**src/rtl/alu_pkg.sv**
```systemverilog
// Shared ALU types: flag bundle layout, flag bit positions and opcodes.
package alu_pkg;

  typedef struct packed {
    logic o;
    logic c;
    logic z;
    logic n;
  } alu_flags_t;

  localparam int FLAG_O = 3;
  localparam int FLAG_C = 2;
  localparam int FLAG_Z = 1;
  localparam int FLAG_N = 0;

  typedef enum logic [2:0] {
    ADD = 3'd0,
    SUB = 3'd1,
    INC = 3'd2,
    AND = 3'd3,
    OR  = 3'd4,
    XOR = 3'd5,
    NOT = 3'd6
  } alu_op_t;

endpackage

```
**src/rtl/sync_fifo.sv**
```systemverilog
// Generic synchronous FIFO; full/empty come from the occupancy count.
module sync_fifo #(
  parameter int W     = 8,
  parameter int DEPTH = 4,
  localparam int AW   = $clog2(DEPTH),
  localparam int CW   = AW + 1
) (
  input  logic          clk,
  input  logic          rst,
  input  logic          push_valid_i,
  output logic          push_ready_o,
  input  logic [W-1:0]  push_data_i,
  output logic          pop_valid_o,
  input  logic          pop_ready_i,
  output logic [W-1:0]  pop_data_o,
  output logic [CW-1:0] count_o
);

  localparam logic [CW-1:0] FULL = CW'(DEPTH);

  logic [W-1:0]  mem_q [DEPTH];
  logic [AW-1:0] wr_ptr_q, wr_ptr_d;
  logic [AW-1:0] rd_ptr_q, rd_ptr_d;
  logic [CW-1:0] count_q, count_d;
  logic          push, pop;

  assign push_ready_o = ~rst & (count_q < FULL);
  assign pop_valid_o  = ~rst & (count_q != '0);
  assign push         = push_valid_i & push_ready_o;
  assign pop          = pop_valid_o & pop_ready_i;
  assign pop_data_o   = pop_valid_o ? mem_q[rd_ptr_q] : '0;
  assign count_o      = count_q;

  always_comb begin
    wr_ptr_d = wr_ptr_q;
    rd_ptr_d = rd_ptr_q;
    count_d  = count_q;
    if (push) wr_ptr_d = wr_ptr_q + AW'(1);
    if (pop)  rd_ptr_d = rd_ptr_q + AW'(1);
    unique case ({push, pop})
      2'b10:   count_d = count_q + CW'(1);
      2'b01:   count_d = count_q - CW'(1);
      default: count_d = count_q;
    endcase
  end

  always_ff @(posedge clk) begin
    if (rst) begin
      wr_ptr_q <= '0;
      rd_ptr_q <= '0;
      count_q  <= '0;
    end else begin
      wr_ptr_q <= wr_ptr_d;
      rd_ptr_q <= rd_ptr_d;
      count_q  <= count_d;
    end
  end

  // Storage is never reset; stale slots are unreachable once count is cleared.
  always_ff @(posedge clk) begin
    if (push) mem_q[wr_ptr_q] <= push_data_i;
  end

endmodule

```
**src/rtl/alu_result_buf.sv**
```systemverilog
// ALU result stage: buffers results for writeback and keeps the
// architectural flag register plus a sticky overflow bit.
module alu_result_buf
  import alu_pkg::*;
#(
  parameter int DEPTH = 4,
  parameter int TAG_W = 4,
  localparam int CW   = $clog2(DEPTH) + 1
) (
  input  logic             clk,
  input  logic             rst,
  input  logic             in_valid,
  output logic             in_ready,
  input  logic [31:0]      in_y,
  input  logic [3:0]       in_flags,
  input  logic [TAG_W-1:0] in_tag,
  input  logic             in_flag_we,
  output logic             out_valid,
  input  logic             out_ready,
  output logic [31:0]      out_y,
  output logic [3:0]       out_flags,
  output logic [TAG_W-1:0] out_tag,
  output logic [3:0]       flags_q,
  output logic             sticky_ovf,
  input  logic             clr_sticky,
  output logic [CW-1:0]    count
);

  localparam int W = 32 + 4 + TAG_W;

  logic [W-1:0] head;
  alu_flags_t   in_f;
  alu_flags_t   flg_q, flg_d;
  logic         sticky_q, sticky_d;
  logic         push, flag_push;

  sync_fifo #(
    .W     (W),
    .DEPTH (DEPTH)
  ) u_fifo (
    .clk          (clk),
    .rst          (rst),
    .push_valid_i (in_valid),
    .push_ready_o (in_ready),
    .push_data_i  ({in_y, in_flags, in_tag}),
    .pop_valid_o  (out_valid),
    .pop_ready_i  (out_ready),
    .pop_data_o   (head),
    .count_o      (count)
  );

  assign out_tag   = head[TAG_W-1:0];
  assign out_flags = head[TAG_W+3:TAG_W];
  assign out_y     = head[W-1:TAG_W+4];

  assign in_f      = alu_flags_t'(in_flags);
  assign push      = in_valid & in_ready;
  assign flag_push = push & in_flag_we;

  always_comb begin
    flg_d    = flag_push ? in_f : flg_q;
    sticky_d = sticky_q;
    // A new overflow outranks a same-cycle clear.
    if (flag_push && in_f.o) sticky_d = 1'b1;
    else if (clr_sticky)     sticky_d = 1'b0;
  end

  always_ff @(posedge clk) begin
    if (rst) begin
      flg_q    <= '0;
      sticky_q <= 1'b0;
    end else begin
      flg_q    <= flg_d;
      sticky_q <= sticky_d;
    end
  end

  assign flags_q    = flg_q;
  assign sticky_ovf = sticky_q;

endmodule

```
**config.mk**
```make
export PLATFORM = sky130hd
export DESIGN_NAME = alu_result_buf
export DESIGN_NICKNAME = d
export VERILOG_FILES = /design/src/rtl/alu_pkg.sv /design/src/rtl/sync_fifo.sv /design/src/rtl/alu_result_buf.sv
export SDC_FILE = /design/constraint.sdc
export NUM_CORES = 1
export LEC_CHECK = 0
export CORE_UTILIZATION = 45
export CTS_CLUSTER_DIAMETER = 120
export DETAILED_ROUTE_END_ITERATION = 16
export PLACE_DENSITY = 0.8
export SYNTH_ARGS = -nofsm -noshare
export SYNTH_HDL_FRONTEND = slang
export SYNTH_SLANG_ARGS = --single-unit
```
**constraint.sdc**
```tcl
create_clock -name clk -period 6.3 [get_ports clk]
set_clock_uncertainty 0.05 [all_clocks]
set_input_delay 0.63 -clock clk [delete_from_list [all_inputs] [get_ports clk]]
set_output_delay 0.63 -clock clk [all_outputs]
set_load 0.01 [all_outputs]
```
==> flow_summary.json <==
{
  "wire_per_inst_um": 18.0,
  "main_combinational_cell_family_by_area_after_synthesis": "multiplexers",
  "finalSetupTns_ns": 0,
  "tritoncts.num_buffers": 17,
  "timing.reg2reg.worst_path_depth": 2,
  "drt_pre_antenna_iters": 4,
  "synth_compound_area_frac": 0.00652,
  "htree_num_levels": 4,
  "report.final.hold_viol_count": 0,
  "finalNonFillerCells": 618,
  "dp_hpwl_um": 6250,
  "final_layout_size_suffix_gt1_frac": 0.180,
  "fp.dieH_um": 124,
  "setup_repair_after_global_routing_missed_its_margin": "no",
  "synth_simple_gate_area_share": 0.0577,
  "timing.rr.end": "u_fifo.mem_q[0][27]",
  "relative_max_transition_margin": 0.254,
  "skew_pair_late_insertion_delay_ns": 0.42,
  "synth_area_per_cell_um2": 20.7,
  "cpMostUsedCell": "sky130_fd_sc_hd__clkdlybuf4s50_1",
  "seq_power_share": 0.488,
  "endpoint_kind": "output pin",
  "yosys.area_share.adder": 0.0123,
  "final_period_minus_worst_setup_slack_ns": 3.41,
  "synth_area_um2": 6720,
  "cts.sinks": 174,
  "timing.reg2reg.setup_slack_ns": 3.99,
  "top_level_ports": 96,
  "global_route_total_usage_across_every_layer": 0.155,
  "antenna_violations_before_repair": 0,
  "dp_cells": 587,
  "finalSetupViolations": 0,
  "power.net_switching_mw": 0.545,
  "max-cap-violations": 0,
  "timing.critical_path.slowest_cell_delay_ns": 0.71,
  "share_comb_of_total_power": 0.095,
  "antennaDiodeCount": 0,
  "hold_path_depth": 2,
  "hp-start": "flags_q[3]",
  "startpoint_of_the_worst_register_to_register_path": "u_fifo.count_o[2]",
  "floorplan.rows": 44,
  "irDropWorstVdd_uv": 159,
  "final_min_period_over_clock_period": 0.542,
  "power_per_cell_area_nw_per_um2": 325,
  "drc_errors": 0,
  "first_global_vias": 3403,
  "nFillCells": 1104,
  "initialDrtViolationCount": 207,
  "sw_frac_of_total": 0.198,
  "avgViaCountPerCell": 5.15,
  "cts_hold_buf": 0,
  "largest_net_degree_at_the_start_of_global_routing": 42,
  "grt_pass1_wl_um": 17700,
  "critPathSlowestCell": "sky130_fd_sc_hd__clkdlybuf4s50_1",
  "gp_routability_congestion": 0.666,
  "via_count": 3182,
  "critical_path_arrival_ns": 2.73,
  "critical_path_peak_fanout": 41,
  "clock_power_share": 0.417,
  "net_count_of_the_mapped_netlist": 377,
  "start_kind": "input port",
  "placement.io_buffers": 95,
  "crit_required_ns": 5.62,
  "worstHoldPathType": "register to register",
  "gr-total-overflow": 0,
  "fp.dieW_um": 124,
  "root_buffer": "sky130_fd_sc_hd__clkbuf_16",
  "die-area_um2": 15400,
  "synth-seq-area-share": 0.757,
  "post_synth_mux_area_share": 0.140,
  "finalNetCount": 474,
  "wirelength_um": 11100,
  "hold_path_end": "flags_q[3]",
  "post-cts-setup-buffer-count": 0,
  "leakage_nw": 2.67,
  "synth-warning-count": 0,
  "crit_type": "input port to output pin",
  "drt.antenna.violating_nets": 0,
  "internal_power_mw": 2.20,
  "clkSlewWorstSetupHoldPaths_ns": 0.06,
  "synth.ff_latch_count": 174,
  "run_status": "completed",
  "cts_resized": 0,
  "starting_density_of_the_core": 0.462,
  "xor_xnor_share_of_the_synthesized_area": 0.00652,
  "tightest_slew_ns": 1.12,
  "timing.critical_path.cells": "clkdlybuf4s50_1 -> or2_4 -> nor2b_1 -> clkdlybuf4s50_1",
  "clock_path_buffers": 2,
  "core_region_area_um2": 14500,
  "syn_to_final_growth_pct": 25.8,
  "clock.fmax_ghz": 0.293,
  "syn_inst": 325,
  "cts_tree": "done",
  "ys_types": 27,
  "maxSlewViolCount": 0
}
==> state kept, by name, summed over array words and instances (netlist names), named ones only <==
register / count
flags_q: 4
sticky_ovf: 1
u_fifo.count_o: 3
u_fifo.mem_q: 160
u_fifo.rd_ptr_q: 2
u_fifo.wr_ptr_q: 2
==> metal layers <==
layer  part of all wire  GRT usage
met5                  0          0
met1               0.42      0.190
met2               0.51      0.253
met3              0.045     0.0422
met4              0.022     0.0808
==> power by group through the flow <==
stage	clock, mW	combinational (mW)	sequential [mW]
final	1.14	0.262	1.34
after global routing	1.20	0.281	1.35
after CTS	1.16	0.266	1.34
after detailed placement	0	0.264	1.37
after global placement	0	0.260	1.37
after floorplan	0	0.181	1.33
==> worst max-delay path: cells and delay by family <==
kind,cells,cell delay (ns)
AND/OR/NAND/NOR,2,0.79
buffers and inverters,2,1.27
==> layout make-up <==
type                    count  area, um^2  share of cell area
flip-flops and latches    174        5090               0.602
repair buffers             95         951               0.113
well taps                 184         230              0.0272
multi-input cells         127        1500               0.178
inverters                   7        26.3             0.00311
clock inverters            12         218              0.0258
clock buffers              19         433              0.0512
==> worst max-delay path by stage <==
| stage | from | to | slack [ns] | depth (start not counted) |
|---|---|---|---|---|
| 2_1_floorplan | rst | u_fifo.mem_q[0][0] | 3.70 | 3 |
| 3_5_place_dp | rst | out_flags[3] | 2.88 | 4 |
| 3_3_place_gp | rst | out_y[2] | 2.88 | 4 |
| 4_1_cts | rst | out_flags[3] | 2.88 | 4 |
| 6_report | rst | out_flags[3] | 2.89 | 4 |
| 5_1_grt | rst | out_flags[3] | 2.75 | 4 |
==> metrics by stage <==
stage | hold slack, ns | util | area [um^2] | power, mW | setup WS [ns]
2_1_floorplan | 0.435 | - | 6720 | 1.52 | 3.70
3_3_place_gp | 0.431 | 0.537 | 7800 | 1.63 | 2.88
3_5_place_dp | 0.438 | 0.537 | 7800 | 1.63 | 2.88
4_1_cts | 0.457 | 0.582 | 8450 | 2.77 | 2.88
5_1_grt | 0.495 | 0.582 | 8450 | 2.83 | 2.75
6_report | 0.456 | 0.582 | 8450 | 2.75 | 2.89
==> cells in the mapped netlist <==
| cell type | instances | area (um^2) |
|---|---|---|
| sky130_fd_sc_hd__ha_1 | 5 | 62.6 |
| sky130_fd_sc_hd__xor2_1 | 4 | 35.0 |
| sky130_fd_sc_hd__fa_1 | 1 | 20.0 |
| sky130_fd_sc_hd__mux4_2 | 40 | 901 |
| sky130_fd_sc_hd__inv_1 | 7 | 26.3 |
| sky130_fd_sc_hd__nor3_1 | 1 | 5.00 |
| sky130_fd_sc_hd__o31ai_1 | 2 | 15.0 |
| sky130_fd_sc_hd__buf_6 | 5 | 56.3 |
| sky130_fd_sc_hd__nor2b_1 | 40 | 250 |
| sky130_fd_sc_hd__nand2_1 | 1 | 3.75 |
| sky130_fd_sc_hd__or3_1 | 1 | 6.26 |
| sky130_fd_sc_hd__a21oi_1 | 3 | 15.0 |
| sky130_fd_sc_hd__nor3b_2 | 1 | 12.5 |
| sky130_fd_sc_hd__or2_4 | 1 | 8.76 |
| sky130_fd_sc_hd__nor2_1 | 14 | 52.6 |
| sky130_fd_sc_hd__buf_1 | 1 | 3.75 |
| sky130_fd_sc_hd__dfxtp_1 | 14 | 280 |
| sky130_fd_sc_hd__nor2b_4 | 1 | 13.8 |
| sky130_fd_sc_hd__o311ai_0 | 1 | 8.76 |
| sky130_fd_sc_hd__clkbuf_1 | 4 | 15.0 |
| sky130_fd_sc_hd__buf_2 | 7 | 35.0 |
| sky130_fd_sc_hd__o21ai_0 | 1 | 5.00 |
| sky130_fd_sc_hd__nor4bb_1 | 1 | 10.0 |
| sky130_fd_sc_hd__edfxtp_1 | 160 | 4800 |
| sky130_fd_sc_hd__mux2i_1 | 4 | 40.0 |
| sky130_fd_sc_hd__and2_1 | 4 | 25.0 |
| sky130_fd_sc_hd__xnor2_1 | 1 | 8.76 |
==> placed cells by master (no fill, tap or decap), types with 4 or more instances in the layout <==
master	netlist	final
sky130_fd_sc_hd__clkbuf_16	0	17
sky130_fd_sc_hd__mux2i_1	4	4
sky130_fd_sc_hd__ha_1	5	5
sky130_fd_sc_hd__nor2_1	14	14
sky130_fd_sc_hd__mux4_2	40	40
sky130_fd_sc_hd__inv_1	7	7
sky130_fd_sc_hd__dfxtp_1	14	12
sky130_fd_sc_hd__clkinv_2	0	4
sky130_fd_sc_hd__nor2b_1	40	40
sky130_fd_sc_hd__edfxtp_1	160	160
sky130_fd_sc_hd__xor2_1	4	4
sky130_fd_sc_hd__clkdlybuf4s50_1	0	95
sky130_fd_sc_hd__bufinv_16	0	6
sky130_fd_sc_hd__and2_2	0	4
==> kinds of logic after synthesis <==
family                   count (synthesis)
AO/OA/AOI/OAI                            7
XOR/XNOR                                 5
adder cells (fa/ha/maj)                  6
buffers and inverters                   24
flip-flops                             174
multiplexers                            44
AND/OR/NAND/NOR                         65
(Power assumes the default switching activity.)
